$ cat src/rtl/ws2812b_defs_pkg.sv
// ws2812b_defs_pkg
//   Constants shared by the WS2812B transmit and receive paths: FSM state
//   encodings, error codes and default pulse timings derived from the clock.
package ws2812b_defs_pkg;

    // Receiver FSM states (debug_info[3:2] exposes these directly)
    localparam logic [1:0] ST_SYNC = 2'd0;
    localparam logic [1:0] ST_IDLE = 2'd1;
    localparam logic [1:0] ST_HIGH = 2'd2;
    localparam logic [1:0] ST_LOW  = 2'd3;

    // Error codes reported on error_code
    localparam logic [1:0] ERR_GLITCH  = 2'd0;
    localparam logic [1:0] ERR_STUCK   = 2'd1;
    localparam logic [1:0] ERR_PARTIAL = 2'd2;
    localparam logic [1:0] ERR_OVERRUN = 2'd3;

    typedef struct packed {
        logic       vld;
        logic [1:0] code;
    } err_evt_t;

    function automatic int ns_to_cycles(input longint fclk_hz, input longint ns);
        return int'((fclk_hz * ns) / 64'd1_000_000_000);
    endfunction

    localparam longint FCLK_HZ   = 21_000_000;
    localparam int     CYC_SHORT = ns_to_cycles(FCLK_HZ, 400);    // 8
    localparam int     CYC_LONG  = ns_to_cycles(FCLK_HZ, 800);    // 16
    localparam int     CYC_RET   = ns_to_cycles(FCLK_HZ, 50_000); // 1050

    // Decision point halfway between a short and a long high time
    localparam int DEF_THRESHOLD = (CYC_SHORT + CYC_LONG) / 2;    // 12
    localparam int DEF_MIN_HIGH  = 3;
    localparam int DEF_MAX_HIGH  = 40;

endpackage

$ cat src/rtl/ws2812b_in_module_sync_edge_detect.sv
// sync_edge_detect
//   Two-flop synchronizer for an asynchronous input followed by a one-cycle
//   history register that yields single-cycle rise/fall strobes.
//   Ports: clk, resetn (async low), d (async input),
//          q (synchronized level), rise, fall (1-cycle strobes aligned to q).
module sync_edge_detect (
    input  logic clk,
    input  logic resetn,
    input  logic d,
    output logic q,
    output logic rise,
    output logic fall
);

    logic meta, s, s_prev;

    always_ff @(posedge clk or negedge resetn) begin
        if (!resetn) begin
            meta   <= 1'b0;
            s      <= 1'b0;
            s_prev <= 1'b0;
        end else begin
            meta   <= d;
            s      <= meta;
            s_prev <= s;
        end
    end

    assign q    = s;
    assign rise = s & ~s_prev;
    assign fall = ~s & s_prev;

endmodule

$ cat src/rtl/ws2812b_in_module.sv
// ws2812b_in_module
//   WS2812B line decoder. Classifies each high pulse by length, assembles
//   24-bit {G,R,B} words MSB first, and ends a frame on the long low gap.
//   Ports: clk, resetn (async low), ws2812b_in (raw line),
//          bitstream/bitstream_available/bitstream_read (word handshake),
//          frame_done + led_count (frame end, word count),
//          error + error_code (1-cycle pulse, code held),
//          debug_info {state, s_in, bitstream_available}.
module ws2812b_in_module
    import ws2812b_defs_pkg::*;
#(
    parameter int CYCLES_THRESHOLD = DEF_THRESHOLD,
    parameter int CYCLES_MIN_HIGH  = DEF_MIN_HIGH,
    parameter int CYCLES_MAX_HIGH  = DEF_MAX_HIGH,
    parameter int CYCLES_RET       = CYC_RET,
    parameter int LED_COUNT_W      = 8
) (
    input  logic                   clk,
    input  logic                   resetn,
    input  logic                   ws2812b_in,
    output logic [23:0]            bitstream,
    output logic                   bitstream_available,
    input  logic                   bitstream_read,
    output logic                   frame_done,
    output logic [LED_COUNT_W-1:0] led_count,
    output logic                   error,
    output logic [1:0]             error_code,
    output logic [3:0]             debug_info
);

    localparam int CNT_MAX = (CYCLES_RET > CYCLES_MAX_HIGH) ? CYCLES_RET : CYCLES_MAX_HIGH;
    localparam int CNT_W   = $clog2(CNT_MAX + 1);

    localparam logic [CNT_W-1:0] CNT_ONE = CNT_W'(1);
    localparam logic [CNT_W-1:0] C_THR   = CNT_W'(CYCLES_THRESHOLD);
    localparam logic [CNT_W-1:0] C_MIN   = CNT_W'(CYCLES_MIN_HIGH);
    localparam logic [CNT_W-1:0] C_MAX   = CNT_W'(CYCLES_MAX_HIGH);
    localparam logic [CNT_W-1:0] C_RET   = CNT_W'(CYCLES_RET);
    localparam logic [CNT_W-1:0] C_RET_1 = CNT_W'(CYCLES_RET - 1);

    logic                   s_in, rise, fall;
    logic [1:0]             state;
    logic [CNT_W-1:0]       cnt, cnt_inc;
    logic [4:0]             bit_cnt;
    logic [LED_COUNT_W-1:0] word_cnt;
    logic [23:0]            shreg;
    logic                   word_done;
    logic                   glitch, stuck, gap_end, partial, overrun;
    err_evt_t               err_evt;

    sync_edge_detect u_sync (
        .clk    (clk),
        .resetn (resetn),
        .d      (ws2812b_in),
        .q      (s_in),
        .rise   (rise),
        .fall   (fall)
    );

    // cnt holds the number of cycles spent at the current level, so a pulse
    // of N synchronized high cycles shows cnt==N on its fall strobe.
    assign cnt_inc = (cnt == C_RET) ? cnt : cnt + 1'b1;

    assign glitch  = (state == ST_HIGH) && fall && (cnt < C_MIN);
    assign stuck   = (state == ST_HIGH) && !fall && (cnt_inc == C_MAX);
    assign gap_end = (state == ST_LOW) && !rise && (cnt_inc == C_RET);
    assign partial = gap_end && (bit_cnt != 5'd0);
    // word_done loads the output this cycle; an unread word gets clobbered
    assign overrun = word_done && bitstream_available && !bitstream_read;

    always_comb begin
        err_evt = '0;
        if (glitch)       err_evt = '{vld: 1'b1, code: ERR_GLITCH};
        else if (stuck)   err_evt = '{vld: 1'b1, code: ERR_STUCK};
        else if (partial) err_evt = '{vld: 1'b1, code: ERR_PARTIAL};
        else if (overrun) err_evt = '{vld: 1'b1, code: ERR_OVERRUN};
    end

    always_ff @(posedge clk or negedge resetn) begin
        if (!resetn) begin
            state      <= ST_SYNC;
            cnt        <= '0;
            bit_cnt    <= '0;
            word_cnt   <= '0;
            shreg      <= '0;
            word_done  <= 1'b0;
            frame_done <= 1'b0;
            led_count  <= '0;
        end else begin
            word_done  <= 1'b0;
            frame_done <= 1'b0;
            case (state)
                ST_SYNC: begin
                    if (s_in) begin
                        cnt <= '0;
                    end else if (cnt == C_RET_1) begin
                        cnt   <= '0;
                        state <= ST_IDLE;
                    end else begin
                        cnt <= cnt_inc;
                    end
                end
                ST_IDLE: begin
                    if (rise) begin
                        cnt   <= CNT_ONE;
                        state <= ST_HIGH;
                    end
                end
                ST_HIGH: begin
                    if (glitch || stuck) begin
                        // Frame is corrupt: drop partial word and frame count,
                        // then wait for a clean gap before decoding again.
                        cnt      <= '0;
                        bit_cnt  <= '0;
                        word_cnt <= '0;
                        state    <= ST_SYNC;
                    end else if (fall) begin
                        shreg <= {shreg[22:0], (cnt >= C_THR)};
                        if (bit_cnt == 5'd23) begin
                            bit_cnt   <= '0;
                            word_done <= 1'b1;
                            if (word_cnt != '1) word_cnt <= word_cnt + 1'b1;
                        end else begin
                            bit_cnt <= bit_cnt + 1'b1;
                        end
                        cnt   <= CNT_ONE;
                        state <= ST_LOW;
                    end else begin
                        cnt <= cnt_inc;
                    end
                end
                ST_LOW: begin
                    if (rise) begin
                        cnt   <= CNT_ONE;
                        state <= ST_HIGH;
                    end else if (gap_end) begin
                        frame_done <= 1'b1;
                        led_count  <= word_cnt;
                        word_cnt   <= '0;
                        bit_cnt    <= '0;
                        cnt        <= '0;
                        state      <= ST_IDLE;
                    end else begin
                        cnt <= cnt_inc;
                    end
                end
                default: state <= ST_SYNC;
            endcase
        end
    end

    always_ff @(posedge clk or negedge resetn) begin
        if (!resetn) begin
            bitstream           <= '0;
            bitstream_available <= 1'b0;
            error               <= 1'b0;
            error_code          <= '0;
        end else begin
            if (word_done) begin
                bitstream           <= shreg;
                bitstream_available <= 1'b1;
            end else if (bitstream_read) begin
                bitstream_available <= 1'b0;
            end
            error <= err_evt.vld;
            if (err_evt.vld) error_code <= err_evt.code;
        end
    end

    assign debug_info = {state, s_in, bitstream_available};

endmodule
$ cat config.mk
export PLATFORM = sky130hd
export DESIGN_NAME = ws2812b_in_module
export DESIGN_NICKNAME = d
export VERILOG_FILES = /design/src/rtl/ws2812b_defs_pkg.sv /design/src/rtl/ws2812b_in_module_sync_edge_detect.sv /design/src/rtl/ws2812b_in_module.sv
export SDC_FILE = /design/constraint.sdc
export NUM_CORES = 1
export LEC_CHECK = 0
export CAP_MARGIN = 30
export CORE_MARGIN = 2
export CORE_UTILIZATION = 35
export CTS_CLUSTER_DIAMETER = 120
export CTS_CLUSTER_SIZE = 20
export DETAILED_ROUTE_END_ITERATION = 10
export PLACE_DENSITY_LB_ADDON = 0.08
export SLEW_MARGIN = 20
export SYNTH_ARGS = -nofsm -noshare
export SYNTH_HDL_FRONTEND = slang
export SYNTH_SLANG_ARGS = --single-unit
$ cat constraint.sdc
create_clock -name clk -period 5.4 [get_ports clk]
set_input_delay 1.08 -clock clk [delete_from_list [all_inputs] [get_ports clk]]
set_output_delay 1.08 -clock clk [all_outputs]
set_load 0.02 [all_outputs]
==> summary.log <==
qor: floorplan.ioPinCount 45
qor: critical_path.arrival 3.82 ns
qor: synth.avgSynthCellArea 11.1 µm²
qor: timing.max_freq 279 MHz
qor: global_routing.global_route_wire_length_before_repair 15.5 mm
qor: timing.post-route-period-util 0.663
qor: clocking.cts_hold_repair.buffers 0
qor: detailed_routing.drt_first_pass_iters 4
qor: timing.setup-violations-final 0
qor: synth.synthesized_instance_count 390
qor: detailed_routing.antenna_violating_nets_post_route 0
qor: synth.yosys.area.top_type_share 0.524
qor: timing.post-route-min-period 3.58 ns
qor: synth.synth_most_common_cell sky130_fd_sc_hd__dfrtp_1
qor: status.status finished clean
qor: synth.synth_xor_xnor_area_share 0.00806
qor: clocking.path_clk_slew 0.07 ns
qor: cells_and_area.drive_gt1_frac 0.183
qor: global_routing.number_of_global_route_vias_before_repair 2987
qor: timing.setup_tns 0 ns
qor: detailed_routing.detailroute.via_count 3060
qor: detailed_routing.drc 0
qor: cells_and_area.final.fill_count 1145
qor: critical_path.critical_path.max_stage_delay 0.77 ns
qor: synth.yosys-top-cells-area sky130_fd_sc_hd__dfrtp_1 52%, sky130_fd_sc_hd__mux2_2 12%, sky130_fd_sc_hd__nand2_1 4.7%, sky130_fd_sc_hd__o21ai_0 2.2%, sky130_fd_sc_hd__ha_1 2.0%
qor: timing.timing.slew.headroom 0.388
qor: cells_and_area.area_delta_synth_final 20.2%
qor: critical_path.worstRegToRegCells 9
qor: timing.report.final.slew_viol_count 0
qor: synth.yosys.area_share.simple 0.162
qor: clocking.clk_path_buf_depth 2
qor: synth.yosys_warnings 0
qor: critical_path.critical_path_required_time 5.63 ns
qor: timing.grt_setup_unrepaired false
qor: placed_design.routabilityCongestion 0.789
qor: critical_path.crit_path_max_fanout 13
qor: clocking.clk-insertion-delay-late 0.34 ns
qor: placed_design.dp.final_hpwl 6.19 mm
qor: pwr.p_leak 2.50 nW
qor: synth.yosys_register_bits 91
qor: floorplan.die_height 115 µm
qor: critical_path.crit_path_end_kind register
qor: clocking.postCtsSetupRepairBufs 0
qor: clocking.tritoncts_clock_tree yes
qor: worst_hold_path.worst_hold_path.num_cells 0
qor: worst_hold_path.worstHoldPathType reg -> reg
qor: synth.synth_top_family_by_area simple AND/OR/NAND/NOR gates
qor: pwr.p_per_area 269 nW/µm²
qor: global_routing.global_route.overflow_total 0
qor: critical_path.path_class reg -> reg
qor: placed_design.port-buffer-count 44
qor: detailed_routing.wirelength 9.24 mm
qor: synth.synth_edf_count 0
qor: floorplan.fp.dieArea 13300 µm²
qor: synth.synth_flop_cell sky130_fd_sc_hd__dfrtp_1
qor: critical_path.startpoint_class register
qor: pwr.worst_ir_drop_vdd 0.111 mV
qor: clocking.numClockSinks 91
qor: timing.clock-skew-final 0.00614 ns
qor: clocking.root_buffer sky130_fd_sc_hd__clkbuf_16
qor: synth.ys_async_sr_fraction 1.00
qor: detailed_routing.route.met3.wl 300 µm
qor: global_routing.grt_start_max_net_pins 56
qor: detailed_routing.wirelength_met1 4.54 mm
qor: job.max_cap_violations 0
qor: cells_and_area.layout.area.seq 2280 µm²
qor: timing.timing.final.ws_setup 1.82 ns
qor: critical_path.rrSetupSlack 1.82 ns
qor: synth.mappedNetlistArea 4350 µm²
qor: placed_design.placement_setup_slack 1.89 ns
qor: detailed_routing.met2_wirelength 4.22 mm
qor: detailed_routing.wl_per_cell 15.4 µm
qor: critical_path.crit_chain ha_1, nand3_1, o21ai_0, and4_1, nand2_1, or4b_4, a211oi_2, o22ai_1, a21o_1
qor: floorplan.row_count 40
qor: synth.synth_fa_ha_area_frac 0.0201
qor: cells_and_area.layout.nets 438
qor: global_routing.gr-usage-all-layers 0.150
qor: detailed_routing.detail_route.iter0.violations 156
qor: synth.synth_commonest_cells 91 x sky130_fd_sc_hd__dfrtp_1, 55 x sky130_fd_sc_hd__nand2_1, 48 x sky130_fd_sc_hd__mux2_2
qor: detailed_routing.topRoutingLayerUsed met4
qor: synth.synth.yosys.seq_area_share 0.524
qor: cells_and_area.n_antenna_cell 0
qor: synth.synth.mux.area_fraction 0.131
qor: timing.tightest_slew 0.916 ns
qor: critical_path.timing.critical_path.slowest_stage_cell sky130_fd_sc_hd__a211oi_2
qor: floorplan.initial_core_utilization 0.360
qor: synth.synthesis.nets 401
qor: clocking.cts-resized-gates 0
qor: timing.finalHoldViolCount 0
qor: clocking.h-tree-depth 3
qor: cells_and_area.multi_input_area 1940 µm²
qor: floorplan.core_region_area 12100 µm²
qor: synth.synth_area_leader_cell sky130_fd_sc_hd__dfrtp_1
qor: synth.complex_gate_fraction_of_the_synthesized_area 0.124
qor: detailed_routing.routed_via_density 5.10
qor: synth.synth_cell_type_count 62
qor: floorplan.die_span_x 115 µm
qor: clocking.cts_made_buffers 9
qor: global_routing.antenna_violations_before_repair 0
==> metal layers <==
layer | vias up | global-route usage
li1 | 1487 | -
met1 | 1506 | 0.211
met2 | 54 | 0.226
met3 | 13 | 0.0282
met4 | 0 | 0.0667
met5 | - | 0
==> registers in the layout, summed over array words and instances, names as in the netlist, 2 cells and up <==
register / flops
error_code: 2
bitstream: 24
state: 2
bit_cnt: 5
led_count: 8
cnt: 11
shreg: 24
word_cnt: 8
==> stage by stage <==
| step | hold WS [ns] | instance area, µm² | utilization | total power, mW | cells |
|---|---|---|---|---|---|
| floorplan | 0.331 | 4350 | - | 0.717 | 390 |
| global placement | 0.332 | 4910 | 0.407 | 0.738 | 584 |
| detailed placement | 0.336 | 4910 | 0.407 | 0.738 | 584 |
| CTS | 0.352 | 5230 | 0.433 | 1.43 | 600 |
| global route | 0.356 | 5230 | 0.433 | 1.46 | 600 |
| finish | 0.350 | 5230 | 0.433 | 1.40 | 600 |
==> cells in the final DEF (no fill, tap or decap), types with 9 or more instances in the layout <==
cell type,netlist,layout
sky130_fd_sc_hd__dfrtp_1,91,91
sky130_fd_sc_hd__clkbuf_16,0,9
sky130_fd_sc_hd__nor2_1,13,13
sky130_fd_sc_hd__o21ai_0,19,19
sky130_fd_sc_hd__and3_1,10,10
sky130_fd_sc_hd__a21oi_1,16,16
sky130_fd_sc_hd__a21o_1,9,9
sky130_fd_sc_hd__nand2_1,55,55
sky130_fd_sc_hd__clkdlybuf4s50_1,0,43
sky130_fd_sc_hd__mux2_2,48,48
==> cells by family (layout without fill, tap and decap cells) <==
kind of cell             after synthesis  count (layout)
buffers and inverters                 27              69
flip-flops                            91              91
XOR/XNOR                               4               4
AND/OR/NAND/NOR                      130             130
adder cells (fa/ha/maj)                7               7
multiplexers                          51              51
AO/OA/AOI/OAI                         80              80
==> area by class of cell <==
| cell class | count | area share |
|---|---|---|
| clock inverter | 5 | 0.0163 |
| tap | 168 | 0.0402 |
| multi-input combinational | 272 | 0.371 |
| inverter | 7 | 0.00503 |
| clock buffer | 11 | 0.0445 |
| timing repair buffer | 46 | 0.0867 |
| sequential | 91 | 0.436 |
==> power by group <==
group / internal (mW) / switching [mW]
sequential: 0.684 / 0.00527
clock: 0.409 / 0.271
combinational: 0.00945 / 0.0259
==> path summary, 6_finish.rpt <==
path                                  to   startpoint
setup reg to reg                  cnt[7]       cnt[0]
max in group asynchronous  error_code[1]       resetn
setup / recovery                  cnt[7]       cnt[0]
hold / removal                  u_sync.q  u_sync.meta
min in group asynchronous   led_count[1]       resetn
hold reg to reg                 u_sync.q  u_sync.meta
==> critical path, delay by kind of cell, from the launching register on <==
family / cells / cell delay [ns]
AND/OR/NAND/NOR: 4 / 1.06
adder cells (fa/ha/maj): 1 / 0.43
AO/OA/AOI/OAI: 4 / 1.42
flip-flops: 1 / 0.56
Note: power is estimated with default switching activity, not from simulation.
